File: config.mk
export PLATFORM = sky130hd
export DESIGN_NAME = i2c_target_flat
export DESIGN_NICKNAME = d
export VERILOG_FILES = /design/src/rtl/i2c_target_if.sv /design/src/rtl/i2c_target.sv /design/src/flat_wrapper.sv
export SDC_FILE = /design/constraint.sdc
export NUM_CORES = 1
export LEC_CHECK = 0
export ABC_CLOCK_PERIOD_IN_PS = 6110
export CORE_AREA = 2 2 64 90
export CTS_CLUSTER_DIAMETER = 100
export DETAILED_ROUTE_END_ITERATION = 8
export DIE_AREA = 0 0 66 92
export HOLD_SLACK_MARGIN = 0.12
export PLACE_DENSITY = 0.72
export SLEW_MARGIN = 20
export SYNTH_ARGS = -nofsm -noshare
export SYNTH_HDL_FRONTEND = slang
export SYNTH_SLANG_ARGS = --single-unit
File: constraint.sdc
create_clock -name clk -period 6.11 [get_ports clk]
set_input_delay 0.9165 -clock clk [delete_from_list [all_inputs] [get_ports clk]]
set_output_delay 0.9165 -clock clk [all_outputs]
set_load 0.01 [all_outputs]
File: src/rtl/i2c_target_if.sv
// -----------------------------------------------------------------------------
// i2c_target_if
// Bundles the I2C pad signals and the byte-wide register port of i2c_target.
//   slave  modport : seen by the target (bus levels and rd_data in, the rest out)
//   master modport : seen by the surrounding logic / bus model
// Signals:
//   scl_i, sda_i : bus line levels, asynchronous to the system clock
//   sda_oe       : 1 = pull SDA low, 0 = release (open-drain)
//   wr_en        : 1-clk pulse per received write data byte
//   wr_addr      : register pointer of that byte
//   wr_data      : received byte
//   rd_addr      : current register pointer for reads
//   rd_data      : user data for rd_addr
//   busy         : transfer in progress for this target
// -----------------------------------------------------------------------------
interface i2c_target_if #(
    parameter int REG_AW = 4
);
    logic              scl_i;
    logic              sda_i;
    logic              sda_oe;
    logic              wr_en;
    logic [REG_AW-1:0] wr_addr;
    logic [7:0]        wr_data;
    logic [REG_AW-1:0] rd_addr;
    logic [7:0]        rd_data;
    logic              busy;

    modport slave (
        input  scl_i, sda_i, rd_data,
        output sda_oe, wr_en, wr_addr, wr_data, rd_addr, busy
    );

    modport master (
        output scl_i, sda_i, rd_data,
        input  sda_oe, wr_en, wr_addr, wr_data, rd_addr, busy
    );
endinterface

File: src/rtl/i2c_target.sv
// -----------------------------------------------------------------------------
// i2c_target
// I2C target that oversamples SCL/SDA on the system clock, detects START,
// repeated START and STOP, matches a 7-bit device address and exposes a
// byte-wide register port. A write carries a pointer byte followed by data
// bytes; a read returns bytes from the pointer. The single pointer
// auto-increments after every data byte and wraps modulo 2**REG_AW.
//
// Parameters:
//   DEV_ADDR : 7-bit address this target answers to
//   REG_AW   : register pointer width
// Ports:
//   clk  : system clock (12 MHz)
//   rst  : asynchronous reset, active-high
//   bus  : i2c_target_if.slave (scl_i, sda_i, sda_oe, wr_en, wr_addr,
//          wr_data, rd_addr, rd_data, busy)
// Optional build macro:
//   GLITCH_FILTER_EN : adds a 3-sample majority filter on both lines after
//                      the synchronisers (rejects pulses of 1 clk, adds
//                      2 clk of edge latency).
// -----------------------------------------------------------------------------
module i2c_target #(
    parameter logic [6:0] DEV_ADDR = 7'h3C,
    parameter int         REG_AW   = 4
) (
    input  logic clk,
    input  logic rst,
    i2c_target_if.slave bus
);

    typedef enum logic [3:0] {
        IDLE, ADDR, ACK_A, PTR, ACK_P, WR_DATA, ACK_W, RD_DATA, RD_ACK, WAIT_STOP
    } state_t;

    // Synchronisers reset to the idle bus level so reset release creates no edges
    logic [1:0] scl_sync, sda_sync;
    logic       scl_line, sda_line;

    always_ff @(posedge clk or posedge rst) begin
        if (rst) begin
            scl_sync <= 2'b11;
            sda_sync <= 2'b11;
        end else begin
            scl_sync <= {scl_sync[0], bus.scl_i};
            sda_sync <= {sda_sync[0], bus.sda_i};
        end
    end

`ifdef GLITCH_FILTER_EN
    // Majority of the current and two previous samples, registered
    logic [1:0] scl_hist, sda_hist;
    logic       scl_filt, sda_filt;

    always_ff @(posedge clk or posedge rst) begin
        if (rst) begin
            scl_hist <= 2'b11;
            sda_hist <= 2'b11;
            scl_filt <= 1'b1;
            sda_filt <= 1'b1;
        end else begin
            scl_hist <= {scl_hist[0], scl_sync[1]};
            sda_hist <= {sda_hist[0], sda_sync[1]};
            scl_filt <= (scl_sync[1] & scl_hist[0]) | (scl_sync[1] & scl_hist[1]) |
                        (scl_hist[0] & scl_hist[1]);
            sda_filt <= (sda_sync[1] & sda_hist[0]) | (sda_sync[1] & sda_hist[1]) |
                        (sda_hist[0] & sda_hist[1]);
        end
    end

    assign scl_line = scl_filt;
    assign sda_line = sda_filt;
`else
    assign scl_line = scl_sync[1];
    assign sda_line = sda_sync[1];
`endif

    logic scl_prev, sda_prev;
    logic scl_rise, scl_fall, start_cond, stop_cond;

    always_ff @(posedge clk or posedge rst) begin
        if (rst) begin
            scl_prev <= 1'b1;
            sda_prev <= 1'b1;
        end else begin
            scl_prev <= scl_line;
            sda_prev <= sda_line;
        end
    end

    assign scl_rise = scl_line & ~scl_prev;
    assign scl_fall = ~scl_line & scl_prev;
    // Bus conditions qualify on the previous SCL level, so an SDA change that
    // lands in the same clk as an SCL change is judged against the old SCL.
    assign start_cond = scl_prev & sda_prev & ~sda_line;
    assign stop_cond  = scl_prev & ~sda_prev & sda_line;

    state_t            state, state_n;
    logic [3:0]        bit_cnt, bit_cnt_n;
    logic [7:0]        rx_shift, rx_shift_n;
    logic [7:0]        tx_shift, tx_shift_n;
    logic [REG_AW-1:0] ptr, ptr_n;
    logic              rw_bit, rw_bit_n;
    logic              master_nack, master_nack_n;
    logic              sda_oe_q, sda_oe_n;
    logic              busy_q, busy_n;
    logic              wr_en_q, wr_en_n;
    logic [REG_AW-1:0] wr_addr_q, wr_addr_n;
    logic [7:0]        wr_data_q, wr_data_n;

    always_ff @(posedge clk or posedge rst) begin
        if (rst) begin
            state       <= IDLE;
            bit_cnt     <= '0;
            rx_shift    <= '0;
            tx_shift    <= '0;
            ptr         <= '0;
            rw_bit      <= 1'b0;
            master_nack <= 1'b0;
            sda_oe_q    <= 1'b0;
            busy_q      <= 1'b0;
            wr_en_q     <= 1'b0;
            wr_addr_q   <= '0;
            wr_data_q   <= '0;
        end else begin
            state       <= state_n;
            bit_cnt     <= bit_cnt_n;
            rx_shift    <= rx_shift_n;
            tx_shift    <= tx_shift_n;
            ptr         <= ptr_n;
            rw_bit      <= rw_bit_n;
            master_nack <= master_nack_n;
            sda_oe_q    <= sda_oe_n;
            busy_q      <= busy_n;
            wr_en_q     <= wr_en_n;
            wr_addr_q   <= wr_addr_n;
            wr_data_q   <= wr_data_n;
        end
    end

    // Bits are taken on SCL rise; every change of sda_oe and every state hop
    // at a byte/ACK boundary happens on SCL fall, so SDA is never moved while
    // SCL is high.
    always_comb begin
        state_n       = state;
        bit_cnt_n     = bit_cnt;
        rx_shift_n    = rx_shift;
        tx_shift_n    = tx_shift;
        ptr_n         = ptr;
        rw_bit_n      = rw_bit;
        master_nack_n = master_nack;
        sda_oe_n      = sda_oe_q;
        busy_n        = busy_q;
        wr_en_n       = 1'b0;
        wr_addr_n     = wr_addr_q;
        wr_data_n     = wr_data_q;

        if (stop_cond) begin
            state_n  = IDLE;
            sda_oe_n = 1'b0;
            busy_n   = 1'b0;
        end else if (start_cond) begin
            state_n   = ADDR;
            bit_cnt_n = '0;
            sda_oe_n  = 1'b0;
            busy_n    = 1'b1;
        end else begin
            case (state)
                ADDR, PTR, WR_DATA: begin
                    if (scl_rise && bit_cnt != 4'd8) begin
                        rx_shift_n = {rx_shift[6:0], sda_line};
                        bit_cnt_n  = bit_cnt + 4'd1;
                        if (state == WR_DATA && bit_cnt == 4'd7) begin
                            wr_en_n   = 1'b1;
                            wr_addr_n = ptr;
                            wr_data_n = {rx_shift[6:0], sda_line};
                        end
                    end else if (scl_fall && bit_cnt == 4'd8) begin
                        bit_cnt_n = '0;
                        if (state == ADDR) begin
                            if (rx_shift[7:1] == DEV_ADDR) begin
                                state_n  = ACK_A;
                                sda_oe_n = 1'b1;
                                rw_bit_n = rx_shift[0];
                            end else begin
                                state_n = WAIT_STOP;
                                busy_n  = 1'b0;
                            end
                        end else if (state == PTR) begin
                            ptr_n    = rx_shift[REG_AW-1:0];
                            state_n  = ACK_P;
                            sda_oe_n = 1'b1;
                        end else begin
                            state_n  = ACK_W;
                            sda_oe_n = 1'b1;
                        end
                    end
                end
                ACK_A: begin
                    if (scl_fall) begin
                        if (rw_bit) begin
                            state_n    = RD_DATA;
                            tx_shift_n = bus.rd_data;
                            sda_oe_n   = ~bus.rd_data[7];
                        end else begin
                            state_n  = PTR;
                            sda_oe_n = 1'b0;
                        end
                    end
                end
                ACK_P: begin
                    if (scl_fall) begin
                        state_n  = WR_DATA;
                        sda_oe_n = 1'b0;
                    end
                end
                ACK_W: begin
                    if (scl_fall) begin
                        ptr_n    = ptr + REG_AW'(1);
                        state_n  = WR_DATA;
                        sda_oe_n = 1'b0;
                    end
                end
                RD_DATA: begin
                    // The MSB is already on the line; each fall presents the next bit
                    if (scl_rise) begin
                        bit_cnt_n = bit_cnt + 4'd1;
                    end else if (scl_fall) begin
                        if (bit_cnt == 4'd8) begin
                            state_n   = RD_ACK;
                            sda_oe_n  = 1'b0;
                            ptr_n     = ptr + REG_AW'(1);
                            bit_cnt_n = '0;
                        end else begin
                            tx_shift_n = {tx_shift[6:0], 1'b0};
                            sda_oe_n   = ~tx_shift[6];
                        end
                    end
                end
                RD_ACK: begin
                    if (scl_rise) begin
                        master_nack_n = sda_line;
                    end else if (scl_fall) begin
                        if (master_nack) begin
                            state_n = WAIT_STOP;
                        end else begin
                            state_n    = RD_DATA;
                            tx_shift_n = bus.rd_data;
                            sda_oe_n   = ~bus.rd_data[7];
                        end
                    end
                end
                default: begin
                end
            endcase
        end
    end

    assign bus.sda_oe  = sda_oe_q;
    assign bus.busy    = busy_q;
    assign bus.wr_en   = wr_en_q;
    assign bus.wr_addr = wr_addr_q;
    assign bus.wr_data = wr_data_q;
    assign bus.rd_addr = ptr;

endmodule
File: src/flat_wrapper.sv
// flat-port wrapper written by rule: the top's interface ports become plain ports
module i2c_target_flat 
#(
    parameter logic [6:0] DEV_ADDR = 7'h3C,
    parameter int         REG_AW   = 4
)
  (clk, rst, bus_scl_i, bus_sda_i, bus_rd_data, bus_sda_oe, bus_wr_en, bus_wr_addr, bus_wr_data, bus_rd_addr, bus_busy);
  i2c_target_if #(.REG_AW(REG_AW)) bus_i ();
  input  logic clk;
  input  logic rst;
  input wire logic [$bits(bus_i.scl_i)-1:0] bus_scl_i;
  input wire logic [$bits(bus_i.sda_i)-1:0] bus_sda_i;
  input wire logic [$bits(bus_i.rd_data)-1:0] bus_rd_data;
  output wire logic [$bits(bus_i.sda_oe)-1:0] bus_sda_oe;
  output wire logic [$bits(bus_i.wr_en)-1:0] bus_wr_en;
  output wire logic [$bits(bus_i.wr_addr)-1:0] bus_wr_addr;
  output wire logic [$bits(bus_i.wr_data)-1:0] bus_wr_data;
  output wire logic [$bits(bus_i.rd_addr)-1:0] bus_rd_addr;
  output wire logic [$bits(bus_i.busy)-1:0] bus_busy;
  assign bus_i.scl_i = bus_scl_i;
  assign bus_i.sda_i = bus_sda_i;
  assign bus_i.rd_data = bus_rd_data;
  assign bus_sda_oe = bus_i.sda_oe;
  assign bus_wr_en = bus_i.wr_en;
  assign bus_wr_addr = bus_i.wr_addr;
  assign bus_wr_data = bus_i.wr_data;
  assign bus_rd_addr = bus_i.rd_addr;
  assign bus_busy = bus_i.busy;
  i2c_target #(.DEV_ADDR(DEV_ADDR), .REG_AW(REG_AW)) u_core (.clk(clk), .rst(rst), .bus(bus_i));
endmodule
==> reports/qor.csv <==
metric,value,unit
worst_r2r_path_depth,6,
viasPerCell,5.86,
relSlewSlack,0.328,
crit_path_end,u_core.state[2],
synth.yosys.seq_area_share,0.480,
grt_max_degree,51,
final_common_cell,dfrtp_1,
clock_skew,0.0136,ns
antenna_found_initial,0,
die-area,0.00607,mm²
final_critical_path_setup_slack,3.11,ns
fill_cells,490,
final_net_count,294,
holdBufCountCts,0,
grt_pass1_wl,9400,µm
cp_top_family,compound AO/OA/AOI/OAI gates,
place.gp.congestion,0.941,
synth-edff-count,0,
initial_core_util,0.489,
io-pin-count,31,
cp_num_cells,6,
remaining_drc_errors,0,
setup_violations,0,
synth-main-ff-cell,dfrtp_1,
fin_crit_sh,0.490,
cts_tree,yes,
n_antenna_cell,0,
worst_setup_path_end_kind,register,
critPathRequiredTime,6.31,ns
tns,0,ns
grt_use_total,0.199,
drtIter0Drc,96,
crit_buf_inv,1,
r2r-end,u_core.state[2],
area_delta_synth_final,16.0,%
status,finished clean,
wirelength,5540,µm
crit_path_max_fanout,8,
ff_latch_area,0.00126,mm²
dp_worst_setup_slack,3.13,ns
fp.dieH,92,µm
num_rows,32,
tightest_slew,1.00,ns
h-tree-depth,2,
max_freq,0.334,GHz
drv_slew,0,
clock_latency,0.31,ns
ys_types,57,
worstReg2RegStart,u_core.scl_prev,
cp-startpoint,u_core.scl_prev,
hp-class,reg -> reg,
grt_pass1_vias,1975,
cts_resized,0,
cpPeakStageDelay,0.72,ns
slowest_stage,a222oi_1,
rrSetupSlack,3.11,ns
crit_chain,ha_1 > inv_1 > or4_1 > a222oi_1 > mux2_2 > and3_1,
path_clk_slew,0.09,ns
vias,2029,
rsz0062_at_grt,false,
cts_buffers,5,
synthCells,255,
ys_warn_count,0,
syn-num-nets,272,
post-cts-setup-buffer-count,0,
maxCapViolCount,0,
hold_violations,0,
clockBufferDepth,2,
cts_sinks,50,
multi_input_area,0.00126,mm²
die_x,66,µm
routedWlPerCell,16.0,µm
firstDrtPassIters,4,
numPortBuffers,30,
core_area,0.00537,mm²
drive_above_1_share,0.169,
power.density,232,mW/mm²
avgSynthCellArea,10.3,µm²
grt_remaining_overflow,0,
synthArstFlopShare,1.00,
syn-cell-area,0.00262,mm²
ant_nets,0,
total_leakage_power,1.32,nW
ir_worst_vdd,178,µV
post-route-min-period,3.00,ns
dp_hpwl,3880,µm
worst_setup_path_start_kind,register,
ys_seq_elements,50,
crit_arrival,3.20,ns
total_power,0.000706,W
path_class,reg -> reg,
clock-root-buffer,clkbuf_8,
layout_common_cells,"44 x dfrtp_1, 30 x clkdlybuf4s50_1, 22 x nand2_1, 22 x mux2_2, 15 x nor2_1",
==> area by class of cell <==
class                   instances  share of cell area
clock buffers                   5              0.0226
inverters                      12              0.0152
repair buffers                 30              0.0987
flip-flops and latches         50               0.414
clock inverters                 3             0.00617
multi-input cells             178               0.416
well taps                      68              0.0280
==> logic make-up after synthesis <==
family                     synth area share
buffers and inverters                0.0424
AOI/OAI and AO/OA                     0.161
and+or+nand+nor                       0.184
DFF                                   0.480
xor gates and xnor gates            0.00668
adders and majority gates            0.0238
muxes                                 0.102
==> per-layer routing <==
layer,GRT usage,share of wire,up-vias
li1,-,-,974
met5,0,0,-
met4,0.0578,0.016,0
met2,0.337,0.52,37
met3,0.0319,0.031,8
met1,0.261,0.44,1010
==> registers in the layout, summed over array words and instances, names as in the netlist, 2 cells and up <==
name / count
u_core.bus.wr_data: 8
u_core.rx_shift: 8
u_core.tx_shift: 7
u_core.bit_cnt: 4
u_core.bus.rd_addr: 4
u_core.bus.wr_addr: 4
u_core.state: 4
u_core.scl_sync: 2
u_core.sda_sync: 2
==> where the power goes <==
part           switching, W  total [W]  leakage, nW  internal (W)
combinational     0.0000517   0.000110        0.641     0.0000582
sequential        0.0000383   0.000401        0.627      0.000363
clock              0.000114   0.000195       0.0483     0.0000808
==> per-stage QoR <==
| step | cells | utilization | hold WS, ns | instance area, µm² |
|---|---|---|---|---|
| 2_1_floorplan | 255 | - | 0.345 | 2620 |
| 3_3_place_gp | 338 | 0.549 | 0.346 | 2950 |
| 3_5_place_dp | 338 | 0.549 | 0.349 | 2950 |
| 4_1_cts | 346 | 0.566 | 0.358 | 3040 |
| 5_1_grt | 346 | 0.567 | 0.364 | 3040 |
| 6_report | 346 | 0.567 | 0.355 | 3040 |
==> cells in the mapped netlist, drive strengths merged (3+ instances only) <==
cell	count	area share
nor3	6	0.011
a21oi	13	0.025
and3	3	0.0072
clkbuf	11	0.016
o2bb2ai	3	0.010
nand2b	8	0.019
ha	5	0.024
nor2	15	0.021
nand3	8	0.015
nand3b	4	0.011
o21ai	6	0.011
a31oi	8	0.019
dfrtp	44	0.42
buf	4	0.0095
mux2	22	0.094
o211ai	4	0.011
inv	12	0.017
nand2	22	0.031
dfstp	6	0.060
a21o	4	0.011
==> how the worst min path moves through the flow <==
stage | cells after the start | from | end | slack [ns]
3_3_place_gp | 0 | u_core.scl_sync[0] | u_core.scl_sync[1] | 0.35
4_1_cts | 0 | u_core.scl_sync[0] | u_core.scl_sync[1] | 0.36
5_1_grt | 0 | u_core.sda_sync[0] | u_core.sda_sync[1] | 0.36
3_5_place_dp | 0 | u_core.scl_sync[0] | u_core.scl_sync[1] | 0.35
2_1_floorplan | 0 | u_core.scl_sync[0] | u_core.scl_sync[1] | 0.35
6_report | 0 | u_core.scl_sync[0] | u_core.scl_sync[1] | 0.36
(Power assumes the default switching activity.)
